<file path="src/rtl/uart_tx_ctrl_if.sv">
// rtl/uart_tx_ctrl_if.sv - payload/parity handshake and serial line bundle for uart_tx_ctrl
// Parity_type travels with the bundle for the external parity calculator; the controller never reads it.
interface uart_tx_ctrl_if #(
    parameter int DATA_WIDTH = 8
);
    logic [DATA_WIDTH-1:0] P_Data;
    logic                  Data_Valid;
    logic                  Parity_EN;
    logic                  Parity_type;
    logic                  Parity_bit;
    logic                  Par_Valid;
    logic                  TX_OUT;
    logic                  Busy;

    modport master (
        output P_Data,
        output Data_Valid,
        output Parity_EN,
        output Parity_type,
        output Parity_bit,
        input  Par_Valid,
        input  TX_OUT,
        input  Busy
    );

    modport slave (
        input  P_Data,
        input  Data_Valid,
        input  Parity_EN,
        input  Parity_bit,
        output Par_Valid,
        output TX_OUT,
        output Busy
    );
endinterface

</file>
<file path="src/rtl/uart_tx_ctrl.sv">
// rtl/uart_tx_ctrl.sv - UART frame serializer: start, LSB-first data, optional parity, stop bits
// One bit per clock; TX_OUT and Busy are registered, Par_Valid strobes the external parity calculator.
module uart_tx_ctrl #(
    parameter int DATA_WIDTH = 8,
    parameter int STOP_BITS  = 1
) (
    input  logic           clk,
    input  logic           rst_n,
    uart_tx_ctrl_if.slave  tx_if
);

    localparam int CNT_W = (DATA_WIDTH > 1) ? $clog2(DATA_WIDTH) : 1;
    localparam logic [CNT_W-1:0] LAST_BIT  = CNT_W'(DATA_WIDTH - 1);
    localparam logic [CNT_W-1:0] LAST_STOP = CNT_W'(STOP_BITS - 1);

    typedef enum logic [2:0] {
        IDLE   = 3'd0,
        START  = 3'd1,
        DATA   = 3'd2,
        PARITY = 3'd3,
        STOP   = 3'd4
    } state_e;

    state_e                state_q;
    logic [CNT_W-1:0]      cnt_q;
    logic [DATA_WIDTH-1:0] data_q;
    logic                  par_en_q;
    logic                  tx_q;
    logic                  busy_q;

    // The calculator captures parity of the same P_Data on the accept edge.
    assign tx_if.Par_Valid = rst_n && (state_q == IDLE) && tx_if.Data_Valid && tx_if.Parity_EN;
    assign tx_if.TX_OUT    = tx_q;
    assign tx_if.Busy      = busy_q;

    always_ff @(posedge clk or negedge rst_n) begin
        if (!rst_n) begin
            state_q  <= IDLE;
            cnt_q    <= '0;
            data_q   <= '0;
            par_en_q <= 1'b0;
            tx_q     <= 1'b1;
            busy_q   <= 1'b0;
        end else begin
            case (state_q)
                IDLE: begin
                    tx_q   <= 1'b1;
                    busy_q <= 1'b0;
                    if (tx_if.Data_Valid) begin
                        data_q   <= tx_if.P_Data;
                        par_en_q <= tx_if.Parity_EN;
                        state_q  <= START;
                        tx_q     <= 1'b0;
                        busy_q   <= 1'b1;
                    end
                end
                START: begin
                    // The payload register shifts out LSB first; bit 0 is always at data_q[0].
                    state_q <= DATA;
                    cnt_q   <= '0;
                    tx_q    <= data_q[0];
                    data_q  <= data_q >> 1;
                end
                DATA: begin
                    if (cnt_q == LAST_BIT) begin
                        cnt_q <= '0;
                        if (par_en_q) begin
                            state_q <= PARITY;
                            tx_q    <= tx_if.Parity_bit;
                        end else begin
                            state_q <= STOP;
                            tx_q    <= 1'b1;
                        end
                    end else begin
                        cnt_q  <= cnt_q + CNT_W'(1);
                        tx_q   <= data_q[0];
                        data_q <= data_q >> 1;
                    end
                end
                PARITY: begin
                    state_q <= STOP;
                    cnt_q   <= '0;
                    tx_q    <= 1'b1;
                end
                STOP: begin
                    tx_q <= 1'b1;
                    if (cnt_q == LAST_STOP) begin
                        state_q <= IDLE;
                        cnt_q   <= '0;
                        busy_q  <= 1'b0;
                    end else begin
                        cnt_q <= cnt_q + CNT_W'(1);
                    end
                end
                default: begin
                    state_q <= IDLE;
                    cnt_q   <= '0;
                    tx_q    <= 1'b1;
                    busy_q  <= 1'b0;
                end
            endcase
        end
    end

endmodule

</file>
<file path="src/flat_wrapper.sv">
// flat-port wrapper written by rule: the top's interface ports become plain ports
module uart_tx_ctrl_flat 
#(
    parameter int DATA_WIDTH = 8,
    parameter int STOP_BITS  = 1
)
  (clk, rst_n, tx_if_P_Data, tx_if_Data_Valid, tx_if_Parity_EN, tx_if_Parity_bit, tx_if_Par_Valid, tx_if_TX_OUT, tx_if_Busy);
  uart_tx_ctrl_if #(.DATA_WIDTH(DATA_WIDTH)) tx_if_i ();
  input  logic clk;
  input  logic rst_n;
  input wire logic [$bits(tx_if_i.P_Data)-1:0] tx_if_P_Data;
  input wire logic [$bits(tx_if_i.Data_Valid)-1:0] tx_if_Data_Valid;
  input wire logic [$bits(tx_if_i.Parity_EN)-1:0] tx_if_Parity_EN;
  input wire logic [$bits(tx_if_i.Parity_bit)-1:0] tx_if_Parity_bit;
  output wire logic [$bits(tx_if_i.Par_Valid)-1:0] tx_if_Par_Valid;
  output wire logic [$bits(tx_if_i.TX_OUT)-1:0] tx_if_TX_OUT;
  output wire logic [$bits(tx_if_i.Busy)-1:0] tx_if_Busy;
  assign tx_if_i.P_Data = tx_if_P_Data;
  assign tx_if_i.Data_Valid = tx_if_Data_Valid;
  assign tx_if_i.Parity_EN = tx_if_Parity_EN;
  assign tx_if_i.Parity_bit = tx_if_Parity_bit;
  assign tx_if_Par_Valid = tx_if_i.Par_Valid;
  assign tx_if_TX_OUT = tx_if_i.TX_OUT;
  assign tx_if_Busy = tx_if_i.Busy;
  uart_tx_ctrl #(.DATA_WIDTH(DATA_WIDTH), .STOP_BITS(STOP_BITS)) u_core (.clk(clk), .rst_n(rst_n), .tx_if(tx_if_i));
endmodule
</file>
<file path="config.mk">
export PLATFORM = sky130hd
export DESIGN_NAME = uart_tx_ctrl_flat
export DESIGN_NICKNAME = d
export VERILOG_FILES = /design/src/rtl/uart_tx_ctrl_if.sv /design/src/rtl/uart_tx_ctrl.sv /design/src/flat_wrapper.sv
export SDC_FILE = /design/constraint.sdc
export NUM_CORES = 1
export LEC_CHECK = 0
export ABC_AREA = 1
export ABC_CLOCK_PERIOD_IN_PS = 3900
export CAP_MARGIN = 20
export CORE_MARGIN = 5
export CORE_UTILIZATION = 50
export DETAILED_ROUTE_END_ITERATION = 6
export PLACE_DENSITY = 0.85
export SYNTH_ARGS = -nofsm -noshare
export SYNTH_HDL_FRONTEND = slang
export SYNTH_SLANG_ARGS = --single-unit
</file>
<file path="constraint.sdc">
create_clock -name clk -period 3.9 [get_ports clk]
set_input_delay 0.975 -clock clk [delete_from_list [all_inputs] [get_ports clk]]
set_output_delay 0.975 -clock clk [all_outputs]
set_load 0.005 [all_outputs]
</file>
==> flow_summary.yaml, run 1 <==
grt:
  grt_pass1_vias: 723
  met3_usage_pct: 6.09
  grt_pass1_wl_um: 3080
  grt_use_met1_pct: 20.0
  grt_max_degree: 18
  met2_usage_pct: 22.6
  antenna_found_initial: 0
  grtUsageTotal_pct: 15.1
  busiest_layer: "met2"
  grt_overflow: 0
detailed_routing:
  first_pass_iters: 6
  viasPerCell: 5.08
  wl_per_cell_um: 11.4
  vias: 878
  ant_nets: 0
  finalWirelength_um: 1970
  drc: 0
  drt-initial-drc-count: 22
synthesis:
  ys.flop_type: "dfrtp_1"
  synthAdderAreaFrac_pct: 5.19
  synth.most_common_cell: "nand2_1"
  netlist_area_um2: 963
  async_flop_share_pct: 100
  synth_warnings: 0
  ys_ff_latch: 17
  synth.largest_area_cell: "dfrtp_1"
  synth_fp_nets: 146
  syn_avg_cell_area_um2: 7.47
  synth_compound_area_share_pct: 6.49
  synth-simple-area-share_pct: 38.4
  synthXorXnorAreaFrac_pct: 0
  yosysTopAreaCellShare_pct: 41.6
  ys_top_cells_by_area: "dfrtp_1, nand2_1, nand3_1"
  synthTopCellsByCount: "nand2_1, dfrtp_1, nand3_1"
  postSynthCellCount: 129
  synth-edff-count: 0
  synth_top_family_by_area: "simple AND/OR/NAND/NOR gates"
  yosysUniqueCellTypes: 19
  yosysSeqAreaShare_pct: 44.3
  synthMuxAreaShare_pct: 0
timing:
  worstMarginPinSlew_ns: 0.385
  finalSetupViolCount: 0
  fin_crit_sh_pct: 84.4
  tns_ns: 0
  fin_worst_skew_ns: 0.00142
  grt_setup_unrepaired: "false"
  max_freq_mhz: 304
  drv_slew: 0
  slew-limit-headroom_pct: 74.3
  period_minus_slack_ns: 3.29
  hold_slack_ns: 0.487
  finalHoldViolCount: 0
floorplanning:
  pin_count: 16
  die_w_um: 53.9
  core_um2: 1780
  initial_core_util_pct: 54.0
  die-height_um: 53.9
  die_area_um2: 2900
  num_rows: 15
worst_setup_path:
  r2r_slack_ns: 2.44
  end_kind: "output pin"
  reg2reg_depth: 7
  start_kind: "primary input"
  cp_max_fo: 3
  required_ns: 2.92
  r2r_start: "u_core.cnt_q[0]$_DFFE_PN0P_"
  crit_type: "primary input to output pin"
  r2r_end: "u_core.data_q[1]$_DFFE_PN0P_"
  critPathArrivalTime_ns: 2.31
cells_and_area:
  nets: 166
  antenna_cells: 0
  final_area_um2: 1170
  fin_cells: 173
  area_growth_pct: 21.9
  drive_gt1_share_pct: 10.8
cts:
  postCtsHoldBufs: 0
  cts_tree: "yes"
  numCtsBuffers: 3
  htreeDepth: 1
  post-cts-setup-buffer-count: 0
  cts_root_buf: "clkbuf_4"
  cts_resized: 0
  cts_sinks: 17
  insertion_delay_ns: 0.29
  path_clk_slew_ns: 0.10
  cts_max_path_buffers: 2
place:
  placed_area_um2: 1150
  dp_hpwl_um: 1490
  dpl.cell_count: 169
  place.gp.congestion: 0.917
  portBuffers: 15
min_path:
  min_to: "u_core.data_q[3]$_DFFE_PN0P_"
  min_from: "u_core.data_q[3]$_DFFE_PN0P_"
  hold_class: "register to register"
  whs_path_depth: 2
run:
  drv_cap: 0
run_status:
  status: "completed"
power:
  vdd_ir_drop_max_uv: 377
  powerDensity_nw_per_um2: 752
  p_leak_nw: 0.633
[worst max path at each step]
stage,start,end,slack (ns),cells after the start
finish,tx_if_Data_Valid,tx_if_Par_Valid,0.61,6
global route,tx_if_Data_Valid,tx_if_Par_Valid,0.51,6
CTS,tx_if_Data_Valid,tx_if_Par_Valid,0.60,6
detailed placement,tx_if_Data_Valid,tx_if_Par_Valid,0.62,6
global placement,tx_if_Data_Valid,tx_if_Par_Valid,0.63,6
floorplan,tx_if_Data_Valid,tx_if_Par_Valid,1.62,4
[through the flow]
stage	setup WS (ns)	utilization (%)	power (mW)
floorplan	1.62	-	0.663
global placement	0.628	64.4	0.771
detailed placement	0.622	64.4	0.788
CTS	0.600	65.9	0.886
global route	0.512	65.9	0.961
finish	0.610	65.9	0.883
[registers in the layout, indices dropped and copies added (netlist names)]
register and flops:
u_core.tx_if.Busy 1, u_core.tx_if.TX_OUT 1, u_core.state_q 3, u_core.cnt_q 3
u_core.data_q 8, u_core.par_en_q 1
[power breakdown]
group / total, mW / switching [mW] / internal [mW] / leakage, nW
logic: 0.472 / 0.304 / 0.169 / 0.401
clock network: 0.0941 / 0.0559 / 0.0382 / 0.0177
registers: 0.317 / 0.0559 / 0.261 / 0.214
total: 0.883 / 0.415 / 0.468 / 0.633
[placed cells by master, fill, tap and decap left out, drive strengths merged]
master	n
o21ai	9
ha	4
nand4	3
inv	13
clkinv	1
clkdlybuf4s50	15
dfrtp	16
nand3	15
a21oi	2
clkbuf	3
nor2	7
buf	1
o211ai	1
nand2	56
dfstp	1
nand3b	1
[kinds of logic after synthesis]
kind of cell / count (synthesis)
simple gates: 82
flops: 17
buf+inv: 14
compound gates: 12
fa+ha+maj: 4
[final cells by class]
cell class,instances,area [µm²]
well taps,25,31.3
inverters,13,48.8
multi-input cells,98,483
flip-flops and latches,17,427
repair buffers,16,158
fillers,145,608
clock inverters,1,5.00
clock buffers,3,22.5
[worst max-delay path: stages]
cell             delay (ns)
clkdlybuf4s50_1        0.46
inv_1                  0.07
nor2_1                 0.13
nand2_1                0.08
nor2_1                 0.10
clkdlybuf4s50_1        0.51
[metal layers]
| layer | share of wire (%) | vias up |
|---|---|---|
| li1 | - | 452 |
| met1 | 48 | 395 |
| met2 | 43 | 26 |
| met3 | 6.9 | 5 |
| met4 | 1.4 | 0 |
| met5 | 0 | - |
Power figures use the tool's default switching activity.
==> run 2, diff against run 1 <==
--- a/config.mk
+++ b/config.mk
@@ -6,12 +6,12 @@
 export NUM_CORES = 1
 export LEC_CHECK = 0
 export ABC_AREA = 1
-export ABC_CLOCK_PERIOD_IN_PS = 3900
+export ABC_CLOCK_PERIOD_IN_PS = 2800
 export CAP_MARGIN = 20
 export CORE_MARGIN = 5
-export CORE_UTILIZATION = 50
+export CORE_UTILIZATION = 46
 export DETAILED_ROUTE_END_ITERATION = 6
-export PLACE_DENSITY = 0.85
+export PLACE_DENSITY = 0.82
 export SYNTH_ARGS = -nofsm -noshare
 export SYNTH_HDL_FRONTEND = slang
 export SYNTH_SLANG_ARGS = --single-unit
==> constraint.sdc (replaced) <==
create_clock -name clk -period 2.8 [get_ports clk]
set_input_delay 0.7 -clock clk [delete_from_list [all_inputs] [get_ports clk]]
set_output_delay 0.7 -clock clk [all_outputs]
set_load 0.005 [all_outputs]
==> run 2 against run 1 <==
Net effect: flip-flop and latch count unchanged; clock skew increased by 0.0011 ns; routed wire length increased by 11%; power increased by 43%; sequential power rose by 43%; global-route usage is essentially flat.
==> flow_summary.yaml, run 2 (synthesis results as in run 1) <==
worst_setup_path:
  crit_slowest_cell: "clkdlybuf4s50_1"
  required_ns: 2.10
  reg2reg_depth: 7
  critPathArrivalTime_ns: 2.01
  cpLargestDelayFamily: "buffers and inverters"
  crit_path_start: "tx_if_Data_Valid"
  crit_path_end: "tx_if_Par_Valid"
  critical_path_depth: 6
  r2r_slack_ns: 1.33
  cp_max_fo: 3
  r2r_start: "u_core.cnt_q[0]$_DFFE_PN0P_"
  path_cells: "clkdlybuf4s50_1, inv_1, nor2_1, nand2_1, nor2_1, clkdlybuf4s50_1"
  crit_buf_inv: 3
  end_kind: "output pin"
  crit_type: "primary input to output pin"
  r2r_end: "u_core.data_q[1]$_DFFE_PN0P_"
  start_kind: "primary input"
  cpPeakStageDelay_ns: 0.50
cts:
  htreeDepth: 1
  cts_max_path_buffers: 2
  cts_root_buf: "clkbuf_4"
  path_clk_slew_ns: 0.11
  cts_tree: "yes"
  numCtsBuffers: 3
  insertion_delay_ns: 0.29
  cts_sinks: 17
  post-cts-setup-buffer-count: 0
timing:
  drv_slew: 0
  fin_crit_sh_pct: 96.7
  slew-limit-headroom_pct: 74.5
  max_freq_mhz: 369
  tns_ns: 0
  worstMarginPinSlew_ns: 0.382
  finalHoldViolCount: 0
  grt_setup_unrepaired: "false"
  finalSetupViolCount: 0
  period_minus_slack_ns: 2.71
  fin_worst_skew_ns: 0.00255
cells_and_area:
  nets: 166
  final_common_cell: "nand2_1"
  drive_gt1_share_pct: 11.5
  top_register: "u_core.data_q"
  antenna_cells: 0
  largest_reg_flops: 8
  area_growth_pct: 22.9
  fin_cells: 175
  fillers: 174
  final_cell_mix: "nand2_1, clkdlybuf4s50_1, dfrtp_1"
  top_regs: "u_core.data_q (8), u_core.cnt_q (3), u_core.state_q (3)"
grt:
  grt_max_degree: 18
  grt_pass1_wl_um: 3730
  grt_overflow: 0
  grtUsageTotal_pct: 15.2
  grt_pass1_vias: 826
  antenna_found_initial: 0
detailed_routing:
  viasPerCell: 5.13
  first_pass_iters: 4
  ant_nets: 0
  met3_length_um: 84
  met2_length_um: 1110
  finalWirelength_um: 2190
  wl_per_cell_um: 12.5
  drt-met1-wl_um: 977
  drc: 0
  drt-initial-drc-count: 24
  vias: 898
  dr.max_layer_used: "met4"
floorplanning:
  die_w_um: 55.8
  num_rows: 16
  die_area_um2: 3110
  initial_core_util_pct: 48.6
  die-height_um: 55.8
  core_um2: 1980
  pin_count: 16
run_status:
  status: "completed"
place:
  dpl.cell_count: 171
  place.gp.congestion: 0.806
  dp_hpwl_um: 1620
  portBuffers: 15
run:
  drv_cap: 0
power:
  vdd_ir_drop_max_uv: 560
  p_leak_nw: 0.633
  powerDensity_nw_per_um2: 1070
min_path:
  hold_class: "register to register"
-- run 2: routing by layer --
layer,up-vias,global-route usage (%)
li1,452,-
met5,-,0
met1,421,18.5
met4,0,5.90
met3,4,3.48
met2,21,25.7
-- run 2: how the worst min path moves through the flow --
stage | startpoint | to | slack, ns | cells past startpoint
after floorplan | rst_n | u_core.cnt_q[0]$_DFFE_PN0P_ | 0.40 | 0
after global placement | u_core.data_q[3]$_DFFE_PN0P_ | u_core.data_q[3]$_DFFE_PN0P_ | 0.46 | 2
after detailed placement | u_core.data_q[0]$_DFFE_PN0P_ | u_core.data_q[0]$_DFFE_PN0P_ | 0.47 | 2
after CTS | u_core.data_q[2]$_DFFE_PN0P_ | u_core.data_q[2]$_DFFE_PN0P_ | 0.50 | 2
after global routing | u_core.data_q[0]$_DFFE_PN0P_ | u_core.data_q[0]$_DFFE_PN0P_ | 0.51 | 2
final | u_core.data_q[2]$_DFFE_PN0P_ | u_core.data_q[2]$_DFFE_PN0P_ | 0.50 | 2
-- run 2: worst register-to-register path, stage by stage (launching register included) --
cell and delay (ns):
dfrtp_1 0.41, ha_1 0.23, ha_1 0.22, nand4_1 0.13, nand2_1 0.10, nor2_4 0.18
nand2_1 0.08, nand2_1 0.06
-- run 2: repair_timing --
item	CTS	global route
hold buffers	0	0
resized for setup	0	2
setup endpoints to repair	0	1
-- run 2: area by class of cell --
cell class / instances / area, µm² / share of cell area, %
clock buffer: 3 / 22.5 / 1.90
clock inverter: 1 / 5.00 / 0.423
inverter: 13 / 48.8 / 4.12
multi-input combinational: 98 / 488 / 41.2
sequential: 17 / 428 / 36.2
tap: 27 / 33.8 / 2.85
timing repair buffer: 16 / 158 / 13.3
-- run 2: report_power, final --
group | switching (mW) | internal (mW) | total [mW]
logic | 0.432 | 0.238 | 0.670
registers | 0.0879 | 0.364 | 0.452
clock network | 0.0852 | 0.0532 | 0.138
-- run 2: metrics by stage --
step	util [%]	setup WS (ns)	hold slack [ns]	instance area, µm²	power, mW
after floorplan	-	1.02	0.404	963	0.924
after global placement	58.0	0.106	0.462	1150	1.07
after detailed placement	58.0	0.0885	0.465	1150	1.11
after CTS	59.4	0.0357	0.496	1180	1.25
after global routing	59.7	0.0122	0.506	1180	1.38
final	59.7	0.0913	0.496	1180	1.26
